`src/rtl/uart_tx_fifo_pkg.sv`:
```
// Shared types and helpers for the FIFO-buffered UART transmitter.
package uart_tx_fifo_pkg;

  typedef enum logic [1:0] {
    PAR_NONE = 2'd0,
    PAR_EVEN = 2'd1,
    PAR_ODD  = 2'd2
  } parity_e;

  typedef enum logic [2:0] {
    IDLE   = 3'd0,
    START  = 3'd1,
    DATA   = 3'd2,
    PARITY = 3'd3,
    STOP   = 3'd4
  } tx_state_e;

  // Integer divide: any remainder is absorbed as a small baud-rate error.
  function automatic int baud_clocks(input int clk_freq, input int baud);
    return clk_freq / baud;
  endfunction

endpackage

```
`src/rtl/uart_tx_fifo_if.sv`:
```
// Host-side bundle of the UART transmitter: enqueue request/data in, line and FIFO status out.
interface uart_tx_fifo_if #(
  parameter int DATA_BITS  = 8,
  parameter int FIFO_DEPTH = 4
);
  localparam int LVL_W = $clog2(FIFO_DEPTH) + 1;

  logic                 send;
  logic [DATA_BITS-1:0] din;
  logic                 tx_out;
  logic                 busy;
  logic                 full;
  logic                 overflow;
  logic [LVL_W-1:0]     level;

  modport master (output send, din, input tx_out, busy, full, overflow, level);
  modport slave  (input send, din, output tx_out, busy, full, overflow, level);
endinterface

```
`src/rtl/sync_fifo.sv`:
```
// Generic synchronous FIFO, combinational read of the head entry; push when full / pop when empty ignored.
// level is the authoritative occupancy; pointers wrap modulo DEPTH (power of two).
module sync_fifo #(
  parameter int WIDTH = 8,
  parameter int DEPTH = 4
) (
  input  logic                     clk,
  input  logic                     rst,
  input  logic                     push,
  input  logic [WIDTH-1:0]         push_dat,
  input  logic                     pop,
  output logic [WIDTH-1:0]         pop_dat,
  output logic                     full,
  output logic                     empty,
  output logic [$clog2(DEPTH):0]   level
);
  localparam int PTR_W = $clog2(DEPTH);

  logic [WIDTH-1:0] mem [DEPTH];
  logic [PTR_W-1:0] wr_ptr;
  logic [PTR_W-1:0] rd_ptr;
  logic [PTR_W:0]   count;
  logic             wr_en;
  logic             rd_en;

  assign wr_en   = push & ~full;
  assign rd_en   = pop & ~empty;
  assign full    = (count == (PTR_W+1)'(DEPTH));
  assign empty   = (count == '0);
  assign level   = count;
  assign pop_dat = mem[rd_ptr];

  always_ff @(posedge clk) begin
    if (wr_en) mem[wr_ptr] <= push_dat;
  end

  always_ff @(posedge clk or negedge rst) begin
    if (!rst) begin
      wr_ptr <= '0;
      rd_ptr <= '0;
      count  <= '0;
    end else begin
      if (wr_en) wr_ptr <= wr_ptr + PTR_W'(1);
      if (rd_en) rd_ptr <= rd_ptr + PTR_W'(1);
      unique case ({wr_en, rd_en})
        2'b10:   count <= count + (PTR_W+1)'(1);
        2'b01:   count <= count - (PTR_W+1)'(1);
        default: count <= count;
      endcase
    end
  end
endmodule

```
`src/rtl/uart_tx_fifo.sv`:
```
// FIFO-buffered UART transmitter; push edge N -> pop N+1 -> start bit on tx_out at N+2, frames back-to-back.
// No backpressure: a push while full is dropped and flagged by a one-cycle overflow pulse.
module uart_tx_fifo
  import uart_tx_fifo_pkg::*;
#(
  parameter int CLK_FREQ   = 100_000_000,
  parameter int BAUD_RATE  = 19_200,
  parameter int DATA_BITS  = 8,
  parameter int PARITY     = 0,
  parameter int STOP_BITS  = 1,
  parameter int FIFO_DEPTH = 4
) (
  input  logic          clk,
  input  logic          rst,
  uart_tx_fifo_if.slave bus
);
  localparam int      BAUD_CLOCKS = baud_clocks(CLK_FREQ, BAUD_RATE);
  localparam int      CNT_W       = $clog2(BAUD_CLOCKS);
  localparam int      LVL_W       = $clog2(FIFO_DEPTH) + 1;
  localparam parity_e PAR_MODE    = parity_e'(PARITY);

  tx_state_e            state_q;
  tx_state_e            state_d;
  logic                 send_q;
  logic                 push;
  logic                 pop;
  logic                 overflow_q;
  logic                 fifo_full;
  logic                 fifo_empty;
  logic [LVL_W-1:0]     fifo_level;
  logic [DATA_BITS-1:0] fifo_dat;
  logic [CNT_W-1:0]     baud_cnt;
  logic [3:0]           bit_cnt;
  logic                 baud_done;
  logic                 data_last;
  logic                 stop_last;
  logic [DATA_BITS-1:0] shift_q;
  logic                 par_q;
  logic                 tx_d;
  logic                 tx_q;

  assign push      = bus.send & ~send_q;
  assign baud_done = (baud_cnt == CNT_W'(BAUD_CLOCKS - 1));
  assign data_last = (bit_cnt == 4'(DATA_BITS - 1));
  assign stop_last = (bit_cnt == 4'(STOP_BITS - 1));

  // full is sampled before any same-cycle pop, so a push while full is always dropped.
  sync_fifo #(
    .WIDTH (DATA_BITS),
    .DEPTH (FIFO_DEPTH)
  ) u_fifo (
    .clk      (clk),
    .rst      (rst),
    .push     (push),
    .push_dat (bus.din),
    .pop      (pop),
    .pop_dat  (fifo_dat),
    .full     (fifo_full),
    .empty    (fifo_empty),
    .level    (fifo_level)
  );

  always_ff @(posedge clk or negedge rst) begin
    if (!rst) begin
      state_q    <= IDLE;
      send_q     <= 1'b0;
      overflow_q <= 1'b0;
    end else begin
      state_q    <= state_d;
      send_q     <= bus.send;
      overflow_q <= push & fifo_full;
    end
  end

  always_comb begin
    state_d = state_q;
    pop     = 1'b0;
    unique case (state_q)
      IDLE: begin
        if (!fifo_empty) begin
          pop     = 1'b1;
          state_d = START;
        end
      end
      START: if (baud_done) state_d = DATA;
      DATA: begin
        if (baud_done && data_last) begin
          if (PAR_MODE != PAR_NONE) state_d = uart_tx_fifo_pkg::PARITY;
          else                      state_d = STOP;
        end
      end
      uart_tx_fifo_pkg::PARITY: if (baud_done) state_d = STOP;
      STOP: begin
        if (baud_done && stop_last) begin
          if (!fifo_empty) begin
            pop     = 1'b1;
            state_d = START;
          end else begin
            state_d = IDLE;
          end
        end
      end
      default: state_d = IDLE;
    endcase
  end

  // Counters restart on every state entry; bit_cnt counts data bits in DATA and stop bits in STOP.
  always_ff @(posedge clk or negedge rst) begin
    if (!rst) begin
      baud_cnt <= '0;
      bit_cnt  <= '0;
    end else if (state_d != state_q) begin
      baud_cnt <= '0;
      bit_cnt  <= '0;
    end else if (state_q != IDLE) begin
      if (baud_done) begin
        baud_cnt <= '0;
        bit_cnt  <= bit_cnt + 4'd1;
      end else begin
        baud_cnt <= baud_cnt + CNT_W'(1);
      end
    end
  end

  always_ff @(posedge clk or negedge rst) begin
    if (!rst) begin
      shift_q <= '0;
      par_q   <= 1'b0;
    end else if (pop) begin
      shift_q <= fifo_dat;
      par_q   <= 1'b0;
    end else if (state_q == DATA && baud_done) begin
      shift_q <= shift_q >> 1;
      par_q   <= par_q ^ shift_q[0];
    end
  end

  always_comb begin
    tx_d = 1'b1;
    unique case (state_q)
      START:                    tx_d = 1'b0;
      DATA:                     tx_d = shift_q[0];
      uart_tx_fifo_pkg::PARITY: tx_d = (PAR_MODE == PAR_ODD) ? ~par_q : par_q;
      default:                  tx_d = 1'b1;
    endcase
  end

  // Registered line driver: tx_out trails the state by one cycle, keeping every bit BAUD_CLOCKS wide.
  always_ff @(posedge clk or negedge rst) begin
    if (!rst) tx_q <= 1'b1;
    else      tx_q <= tx_d;
  end

  assign bus.tx_out   = tx_q;
  assign bus.busy     = (state_q != IDLE) || (fifo_level != '0);
  assign bus.full     = fifo_full;
  assign bus.overflow = overflow_q;
  assign bus.level    = fifo_level;
endmodule

```
`src/flat_wrapper.sv`:
```
// flat-port wrapper written by rule: the top's interface ports become plain ports
module uart_tx_fifo_flat import uart_tx_fifo_pkg::*;
#(
  parameter int CLK_FREQ   = 100_000_000,
  parameter int BAUD_RATE  = 19_200,
  parameter int DATA_BITS  = 8,
  parameter int PARITY     = 0,
  parameter int STOP_BITS  = 1,
  parameter int FIFO_DEPTH = 4
)
  (clk, rst, bus_send, bus_din, bus_tx_out, bus_busy, bus_full, bus_overflow, bus_level);
  uart_tx_fifo_if #(.DATA_BITS(DATA_BITS), .FIFO_DEPTH(FIFO_DEPTH)) bus_i ();
  input  logic clk;
  input  logic rst;
  input wire logic [$bits(bus_i.send)-1:0] bus_send;
  input wire logic [$bits(bus_i.din)-1:0] bus_din;
  output wire logic [$bits(bus_i.tx_out)-1:0] bus_tx_out;
  output wire logic [$bits(bus_i.busy)-1:0] bus_busy;
  output wire logic [$bits(bus_i.full)-1:0] bus_full;
  output wire logic [$bits(bus_i.overflow)-1:0] bus_overflow;
  output wire logic [$bits(bus_i.level)-1:0] bus_level;
  assign bus_i.send = bus_send;
  assign bus_i.din = bus_din;
  assign bus_tx_out = bus_i.tx_out;
  assign bus_busy = bus_i.busy;
  assign bus_full = bus_i.full;
  assign bus_overflow = bus_i.overflow;
  assign bus_level = bus_i.level;
  uart_tx_fifo #(.CLK_FREQ(CLK_FREQ), .BAUD_RATE(BAUD_RATE), .DATA_BITS(DATA_BITS), .PARITY(PARITY), .STOP_BITS(STOP_BITS), .FIFO_DEPTH(FIFO_DEPTH)) u_core (.clk(clk), .rst(rst), .bus(bus_i));
endmodule
```
`config.mk`:
```
export PLATFORM = sky130hd
export DESIGN_NAME = uart_tx_fifo_flat
export DESIGN_NICKNAME = d
export VERILOG_FILES = /design/src/rtl/uart_tx_fifo_pkg.sv /design/src/rtl/uart_tx_fifo_if.sv /design/src/rtl/sync_fifo.sv /design/src/rtl/uart_tx_fifo.sv /design/src/flat_wrapper.sv
export SDC_FILE = /design/constraint.sdc
export NUM_CORES = 1
export LEC_CHECK = 0
export BUFFER_PORTS_ARGS = -buffer_cell sky130_fd_sc_hd__clkbuf_2
export CAP_MARGIN = 20
export CELL_PAD_IN_SITES_DETAIL_PLACEMENT = 0
export CELL_PAD_IN_SITES_GLOBAL_PLACEMENT = 2
export CORE_MARGIN = 2
export CORE_UTILIZATION = 30
export CTS_CLUSTER_SIZE = 10
export DETAILED_ROUTE_END_ITERATION = 12
export PLACE_DENSITY_LB_ADDON = 0.1
export SKIP_LAST_GASP = 1
export SLEW_MARGIN = 10
export SYNTH_ARGS = -nofsm -noshare
export SYNTH_HDL_FRONTEND = slang
export SYNTH_HIERARCHICAL = 1
export SYNTH_SLANG_ARGS = --single-unit
```
`constraint.sdc`:
```
create_clock -name clk -period 2.92 [get_ports clk]
set_input_delay 0.146 -clock clk [delete_from_list [all_inputs] [get_ports clk]]
set_output_delay 0.146 -clock clk [all_outputs]
set_load 0.005 [all_outputs]
```
# After elaboration in Yosys (flattened, before gate mapping)
# Memory sizes are Yosys's and may differ from the RTL's.
# Cells that the tools add are included.
totals:
  register_bits: 39
  latch_bits: 0
  mem_bits_rw: 32
  mem_bits_ro: 0
  wordCells: 74
  memories: 1
mem_list:
  columns: ["memory", "words", "word_bits", "read_ports", "rd_clocked_by_memory_dff", "write_ports", "line", "text"]
  rows:
  - ["u_core.u_fifo.mem", 4, 8, 1, 0, 1, "sync_fifo.sv:19", "logic [WIDTH-1:0] mem [DEPTH];"]
classes:
  n_addsub: 6
  n_mul: 0
  div_mod_pow: 0
  order_cmp: 0
  n_eq_ne: 10
  n_shift: 0
  muxes: 24
  bitwise_logic: 8
  reduce_logical: 14
ops:
  columns: ["operator", "count"]
  rows:
  - ["$mux 13", 3]
  - ["$mux 8", 2]
  - ["$mux 3", 5]
  - ["$pmux 3 s5", 1]
  - ["$add 13x1->13 const B", 1]
  - ["$eq 13x13->1 const B", 1]
  - ["$mux 4", 3]
  - ["$reduce_bool 2->1", 4]
  - ["$mux 1", 7]
  - ["$eq 3x2->1 const B", 2]
  - ["$eq 3x3->1 const B", 2]
  - ["$logic_not 3->1", 2]
  - ["$pmux 3 s2", 1]
  - ["$reduce_bool 3->1", 2]
  - ["$add 2x1->2 const B", 2]
  - ["$add 4x1->4 const B", 1]
  - ["$and 1x1->1", 4]
  - ["$eq 4x3->1 const B", 1]
  - ["$logic_not 4->1", 1]
  - ["$add 3x1->3 const B", 1]
  - ["$eq 3x1->1 const B", 1]
  - ["$logic_and 1x1->1", 3]
  - ["$ne 3x3->1", 1]
  - ["$not 1->1", 3]
  - ["other kinds (8)", 8]

# Depth between registers and ports, before layout
# Gate-level depths: netlist of the first run.
depth:
  ltp_word: 7
  depth_mapped: 14

# By module
# Netlist of the first run, hierarchy kept.
modules_own_cells:
  columns: ["module", "n_inst", "cells_per_inst", "area_per_inst_um2"]
  rows:
  - ["uart_tx_fifo", 1, 185, 1848.0]
  - ["sync_fifo", 1, 79, 1592.8]

# Worst setup path before layout of the first run
# OpenSTA, ideal clock, no wires.
synth_path:
  path_kind: "reg2reg"
  start: "register u_core.baud_cnt[0]"
  end: "register u_core.u_fifo.count[2] (netlist: u_core/u_fifo/level[2])"
  setup_time_ns: 0.079
  t_arrival_ns: 2.568
  t_required_ns: 2.841
  setup_slack_ns: 0.272
  stages_incl_launch_ff: 15
  path_buffers: 2
  cell_sequence: "dfrtp_1 ha_1 nor4bb_1 buf_4 nand3_2 o21a_1 buf_2 inv_2 o31a_2 ha_1 inv_1 fa_1 xor2_1 nor2_1 xor2_1"
synth_via:
  elab_chain_len: 7
synth_lines:
  columns: ["item", "line", "text"]
  rows:
  - ["start, declared", "uart_tx_fifo.sv:32", "logic [CNT_W-1:0] baud_cnt;"]
  - ["start signal, assigned", "uart_tx_fifo.sv:120", "baud_cnt <= baud_cnt + CNT_W'(1);"]
  - ["$eq 13x13->1 (*)", "uart_tx_fifo.sv:43", "assign baud_done = (baud_cnt == CNT_W'(BAUD_CLOCKS - 1));"]
  - ["$logic_and 1x1->1 (*)", "uart_tx_fifo.sv:94", "if (baud_done && stop_last) begin"]
  - ["$mux 1 (*)", "uart_tx_fifo.sv:94", null]
  - ["$pmux 1 s2 (*)", "uart_tx_fifo.sv:78", "unique case (state_q)"]
  - ["named net u_core.pop", "uart_tx_fifo.sv:26", "logic pop;"]
  - ["$and 1x1->1 (*)", "sync_fifo.sv:27", "assign rd_en = pop & ~empty;"]
  - ["named net u_core.u_fifo.rd_en", "sync_fifo.sv:24", "logic rd_en;"]
  - ["$eq 2x1->1 / $eq 2x2->1 (equally long branches)", "sync_fifo.sv:45", "unique case ({wr_en, rd_en})"]
  - ["$pmux 3 s2 / $reduce_bool 2->1 (equally long branches)", null, null]
  - ["end signal, assigned", "sync_fifo.sv:46", "2'b10: count <= count + (PTR_W+1)'(1);"]
  - ["end signal, assigned", "sync_fifo.sv:47", "2'b01: count <= count - (PTR_W+1)'(1);"]
  - ["end signal, assigned", "sync_fifo.sv:48", "default: count <= count;"]
  - ["end, declared", "sync_fifo.sv:22", "logic [PTR_W:0] count;"]
# Mark *: on every way through the listed nets, which the timed path passes. The rest lies on a longest branch.
# A chain may end at the register's enable or synchronous reset.

# Final worst setup path of the first run
# Same ends and word-level chain as after synthesis.

==> results.yml, run 1 <==
run_status:
  status: "completed"
cts:
  cts_max_path_buffers: 2
  clk_latency_ps: 340
  cts_buffers: 9
  clock-root-buffer: "clkbuf_16"
  clk_pin_slew_ps: 60
  htree_levels: 3
  cts_tree: "done"
  clkSinkCount: 71
timing:
  max_freq_mhz: 377
  hold_viol: 0
  hold_ws_ps: 19.6
  setup_viol: 0
  setup_tns_ps: 0
  drv_slew: 0
  skew_ps: 6.13
  final.period_utilization_pct: 90.8
  worst_pin_slew_ps: 624
  maxSlewHeadroom_pct: 58.4
  post-route-min-period_ps: 2650
  rsz0062_at_grt: "false"
synthesis:
  synth_edf_count: 32
  synth.most_common_cell: "dfrtp_1"
  synth_area_mm2: 0.00344
  netlist.area_leader.share_pct: 27.9
  synth.avg_cell_area_um2: 13.0
  async_flop_share_pct: 54.9
  yosysTopAreaCell: "edfxtp_1"
  synth_warnings: 6
  syn_inst: 264
  ys_types: 57
  synth_top_cells_by_count: "dfrtp_1, edfxtp_1, inv_1, mux2_2"
  synth_top_flop_cell: "dfrtp_1"
  synthTopCellsByArea: "edfxtp_1, dfrtp_1, mux4_2"
  ys_ff_latch: 71
  synth_fp_nets: 284
  yosysSeqAreaShare_pct: 56.3
cells_and_area:
  fillCellCount: 1125
  area_growth_pct: 19.0
  final_area_mm2: 0.00410
  n_antenna_cell: 0
  postLayoutCoreUtil_pct: 36.2
  drive_above_1_share_pct: 29.7
  multi_input_area_mm2: 0.00140
  fin_nets: 318
  seq_area_mm2: 0.00194
detailed_routing:
  vias_per_cell: 4.95
  vias: 2207
  drc_errors: 0
  wl_um: 7600
  ant_nets: 0
  drtIter0Drc: 68
  wire_per_inst_um: 17.0
  dr.pass1.iters: 4
critical_path:
  slowest_stage: "dfrtp_1"
  cp_max_fo: 5
  crit_chain: "ha_1 -> nor4bb_2 -> nand3_2 -> o21a_1 -> inv_2 -> o31a_2 -> ha_1 -> inv_1 -> fa_1 -> xor2_1 -> nor2_1 -> xor2_1"
  crit_path_start_kind: "flop"
  end_kind: "flop"
  required_ps: 3190
  crit_path_max_incr_delay_ps: 400
  criticalPathCategory: "flop to flop"
  arrival_ps: 2920
pwr:
  pwr-share-seq_pct: 43.6
  vdd_drop_max_mv: 0.384
  p_clk_share_pct: 32.0
  comb_power_share_pct: 24.3
  switching_share_pct: 30.3
  p_per_area_mw_per_mm2: 792
  p_leak_nw: 1.62
  p_sw_w: 0.000984
  internal-power_w: 0.00226
grt:
  grt_pass1_wl_um: 12800
  grt-ovfl-total: 0
  antenna_found_initial: 0
  grt_pass1_vias: 2376
  grt_max_degree: 24
  grtUsageTotal_pct: 13.4
min_path:
  hp-class: "primary input to flop"
die:
  placementRows: 39
  start_util_pct: 30.4
  die_w_um: 111
  die_area_mm2: 0.0123
  die_h_um: 111
  ios: 18
  core_mm2: 0.0113
placement:
  port_buffers: 17
  gp_congestion: 0.727
  dp_hpwl_um: 5200
  place_area_mm2: 0.00378
flow_run:
  maxCapViolations: 0
[logic make-up after synthesis]
kind of cell	count (synthesis)	synth area share, %
AO/OA/AOI/OAI	35	7.16
XOR/XNOR	11	2.80
adder cells (fa/ha/maj)	9	3.49
buffers and inverters	26	3.20
flip-flops	71	56.3
multiplexers	24	10.5
AND/OR/NAND/NOR	88	16.5
[metrics by stage]
stage               instances  power, W  worst slack, ps
floorplan                 264   0.00195              272
global placement          427   0.00223              235
detailed placement        428   0.00224              169
CTS                       446   0.00330              156
global route              446   0.00346             70.3
finish                    446   0.00324              270
[flip-flops by register name, indices dropped and copies added, names as in the netlist]
register / flops
u_core/par_q: 1
u_core/shift_q: 8
u_core/bus.tx_out: 1
u_core/u_fifo/level: 3
u_core/bus.overflow: 1
u_core/bit_cnt: 4
u_core/state_q: 3
u_core/baud_cnt: 13
u_core/u_fifo/wr_ptr: 2
u_core/u_fifo/rd_ptr: 2
u_core/u_fifo/mem: 32
u_core/send_q: 1
[critical path: cells and delay by family (launching register included)]
family                   cells  cell delay (ps)
buffers and inverters        2              130
flip-flops                   1              400
XOR/XNOR                     2              290
AND/OR/NAND/NOR              3              570
adder cells (fa/ha/maj)      3              780
AO/OA/AOI/OAI                2              400
[per-layer routing]
metal	up-vias	global-route usage, %	routed length (um)
met1	1105	17.6	3630
met3	14	3.01	209
met4	0	6.75	171
li1	1057	-	-
met5	-	0	0
met2	31	21.0	3590
[final timing paths]
path	startpoint	to	slack, ps	depth (start not counted)
min in group asynchronous	rst	u_core/baud_cnt[8]$_DFFE_PN0P_	300	2
max reg2reg	u_core/baud_cnt[0]$_DFFE_PN0P_	u_core/u_fifo/level[2]$_DFFE_PN0P_	270	12
max in group asynchronous	rst	u_core/shift_q[4]$_DFFE_PN0P_	2130	3
min	bus_din[1]	u_core/u_fifo/mem[3][1]$_DFFE_PP_	20	1
min reg2reg	u_core/shift_q[1]$_DFFE_PN0P_	u_core/shift_q[0]$_DFFE_PN0P_	510	1
max	u_core/baud_cnt[0]$_DFFE_PN0P_	u_core/u_fifo/level[2]$_DFFE_PN0P_	270	12
[repair_timing]
action,in CTS,in global routing
buffers inserted,0,0
endpoints found under the hold margin,16,0
endpoints found under the setup margin,0,1
resized for setup,0,2
hold buffers,2,0
[power by group through the flow]
stage,Sequential (W),Clock [W],Combinational [W]
after CTS,0.00142,0.00107,0.000802
final,0.00141,0.00104,0.000788
after floorplan,0.00139,0,0.000567
after global placement,0.00144,0,0.000799
after global routing,0.00145,0.00111,0.000899
after detailed placement,0.00144,0,0.000793
[layout by cell type (no fill, tap or decap), drive strengths merged, types with 6 or more instances in the layout]
| cell | netlist | routed |
|---|---|---|
| clkbuf | 6 | 26 |
| nand2 | 11 | 11 |
| mux2 | 13 | 13 |
| xor2 | 6 | 6 |
| mux4 | 8 | 8 |
| o21ai | 9 | 9 |
| nor3 | 11 | 11 |
| nand4 | 9 | 9 |
| nand3 | 10 | 10 |
| ha | 8 | 8 |
| a21oi | 9 | 9 |
| and2 | 7 | 7 |
| inv | 13 | 15 |
| a211oi | 7 | 7 |
| buf | 7 | 17 |
| dfrtp | 38 | 38 |
| edfxtp | 32 | 32 |
[layout make-up]
type                       instances  share of cell area (%)
multi-input combinational        167                    34.3
clock inverter                     7                    1.34
sequential                        71                    47.3
inverter                          13                    1.19
clock buffer                       9                    5.50
tap                              143                    4.37
timing repair buffer              36                    5.99
No activity file was read; power rests on OpenSTA's default activity.
==> run 2, diff against run 1 <==
Settings changed: SETUP_SLACK_MARGIN from default to 0.4.
==> run 2 against run 1 <==
  * Setup slack improved by 250 ps
  * Final cell count increased by 0.22%
  * Sequential share of layout area down 0.67 points
  * Flip-flop and latch count stayed put
  * Wire length decreased by 2.6%
  * Maximum frequency rose by 10%
  * Design area is 1.5% higher
  * Via count is essentially flat
  * Die area is the same
  * Worst hold slack got worse by 0.73 ps
  * Non-clock buffer count grew 1
  * Clock power barely moved
  * Critical endpoint unchanged
  * Largest power group unchanged
  * Highest routed layer unchanged
==> results.yml, run 2 (synthesis results as in run 1) <==
cells_and_area:
  drive_above_1_share_pct: 32.2
  final_cell_mix: "dfrtp_1, edfxtp_1, buf_4"
  largest_reg_flops: 32
  fin_nets: 319
  postLayoutCoreUtil_pct: 36.7
  final_common_cell: "dfrtp_1"
  area_growth_pct: 20.8
  stdcell_count: 447
  reg_top3: "u_core/u_fifo/mem (32), u_core/baud_cnt (13), u_core/shift_q (8)"
  n_antenna_cell: 0
  top_register: "u_core/u_fifo/mem"
die:
  start_util_pct: 30.4
  die_w_um: 111
  die_area_mm2: 0.0123
  die_h_um: 111
  core_mm2: 0.0113
  ios: 18
  placementRows: 39
detailed_routing:
  drtIter0Drc: 93
  dr.pass1.iters: 4
  wl_um: 7410
  vias: 2205
  drc_errors: 0
  vias_per_cell: 4.93
  ant_nets: 0
  wire_per_inst_um: 16.6
pwr:
  p_sw_w: 0.000994
  p_clk_share_pct: 31.7
  pwr-share-seq_pct: 44.2
  switching_share_pct: 30.4
  p_leak_nw: 1.63
  vdd_drop_max_mv: 0.466
  comb_power_share_pct: 24.1
  p_per_area_mw_per_mm2: 788
  internal-power_w: 0.00228
critical_path:
  crit_path_start_kind: "flop"
  reg2reg_setup_slack_ps: 520
  end_kind: "flop"
  cp-endpoint: "u_core/u_fifo/level[2]$_DFFE_PN0P_"
  regToRegStartpoint: "u_core/bit_cnt[0]$_DFFE_PN0P_"
  criticalPathCategory: "flop to flop"
  crit_path_max_incr_delay_ps: 410
  required_ps: 3180
  r2r_end: "u_core/u_fifo/level[2]$_DFFE_PN0P_"
  crit_chain: "inv_2 -> ha_4 -> nor3b_4 -> nand2_2 -> o21a_1 -> inv_2 -> o31a_4 -> ha_4 -> inv_1 -> fa_2 -> xor2_1 -> nor2_1 -> xor2_1"
  arrival_ps: 2670
  reg2reg_depth: 13
  cp-startpoint: "u_core/bit_cnt[0]$_DFFE_PN0P_"
  cp_max_fo: 3
  slowest_stage: "dfrtp_1"
timing:
  rsz0062_at_grt: "false"
  hold_ws_ps: 18.9
  post-route-min-period_ps: 2400
  max_freq_mhz: 416
  hold_viol: 0
  worst_pin_slew_ps: 687
  maxSlewHeadroom_pct: 54.2
  final.period_utilization_pct: 82.3
  setup_tns_ps: 0
  skew_ps: 3.99
  setup_viol: 0
  drv_slew: 0
placement:
  gp_congestion: 0.686
  port_buffers: 17
  placed_cells: 425
  dp_hpwl_um: 5030
min_path:
  hp-class: "primary input to flop"
grt:
  grt_pass1_wl_um: 12600
  antenna_found_initial: 0
  grt_max_degree: 26
  grt-ovfl-total: 0
  grtUsageTotal_pct: 13.2
  grt_pass1_vias: 2300
run_status:
  status: "completed"
cts:
  clock-root-buffer: "clkbuf_16"
  clk_latency_ps: 340
  cts_tree: "done"
  clkSinkCount: 71
  cts_buffers: 9
  cts_max_path_buffers: 2
  htree_levels: 3
  clk_pin_slew_ps: 60
flow_run:
  maxCapViolations: 0
==> run 2: cell types whose count changed in the layout (fill, tap and decap cells not counted), sizes merged <==
cell,previous run,this run
clkinv,3,2
inv,15,16
buf,17,18
==> run 2: stage by stage <==
stage / total power (W) / worst slack (ps) / cell area [um^2]
after floorplan: 0.00197 / 401 / 3470
after global placement: 0.00222 / 348 / 3770
after detailed placement: 0.00222 / 298 / 3770
after CTS: 0.00329 / 412 / 4090
after global routing: 0.00351 / 390 / 4160
final: 0.00328 / 517 / 4160
==> run 2: how the worst min path moves through the flow <==
stage,startpoint,endpoint,slack [ps],depth (start not counted)
2_1_floorplan,rst,u_core/baud_cnt[0]$_DFFE_PN0P_,-150,0
3_3_place_gp,rst,u_core/baud_cnt[12]$_DFFE_PN0P_,240,1
3_5_place_dp,rst,u_core/baud_cnt[12]$_DFFE_PN0P_,240,1
4_1_cts,bus_din[1],u_core/u_fifo/mem[2][1]$_DFFE_PP_,6,1
5_1_grt,bus_din[7],u_core/u_fifo/mem[3][7]$_DFFE_PP_,20,1
6_report,bus_din[7],u_core/u_fifo/mem[0][7]$_DFFE_PP_,20,1
==> run 2: worst max-delay path: cells and delay by family, from the launching register on <==
kind                       cells  cell delay, ps
xor gates and xnor gates       2             290
AOI/OAI and AO/OA              2             370
buffers and inverters          3             220
DFF                            1             410
and+or+nand+nor                3             440
adders and majority gates      3             590
==> run 2: final cells by class <==
cell class                 count  area, um^2
sequential                    71        1940
tap                          143         179
timing repair buffer          37         240
clock inverter                 7        55.1
multi-input combinational    167        1470
inverter                      13        48.8
fill                        1123        7160
clock buffer                   9         225
==> run 2: layer usage <==
layer / vias to the layer above / global-route usage, % / wire length, um
li1: 1067 / - / -
met1: 1098 / 17.7 / 3550
met2: 30 / 20.3 / 3510
met3: 10 / 2.68 / 185
met4: 0 / 6.91 / 168
met5: - / 0 / 0
==> run 2: repair_timing <==
action | 4_1_cts | 5_1_grt
hold endpoints to repair | 24 | 0
hold buffers | 2 | 0
resized for setup | 3 | 7
endpoints found under the setup margin | 1 | 1
buffers inserted | 0 | 4
pin swaps | 0 | 2
gates cloned | 0 | 0
==> run 2: power groups by stage <==
stage	clock (W)	combinational, W	sequential, W
after floorplan	0	0.000577	0.00139
after global placement	0	0.000760	0.00146
after detailed placement	0	0.000756	0.00146
after CTS	0.00108	0.000766	0.00145
after global routing	0.00112	0.000898	0.00149
final	0.00104	0.000790	0.00145
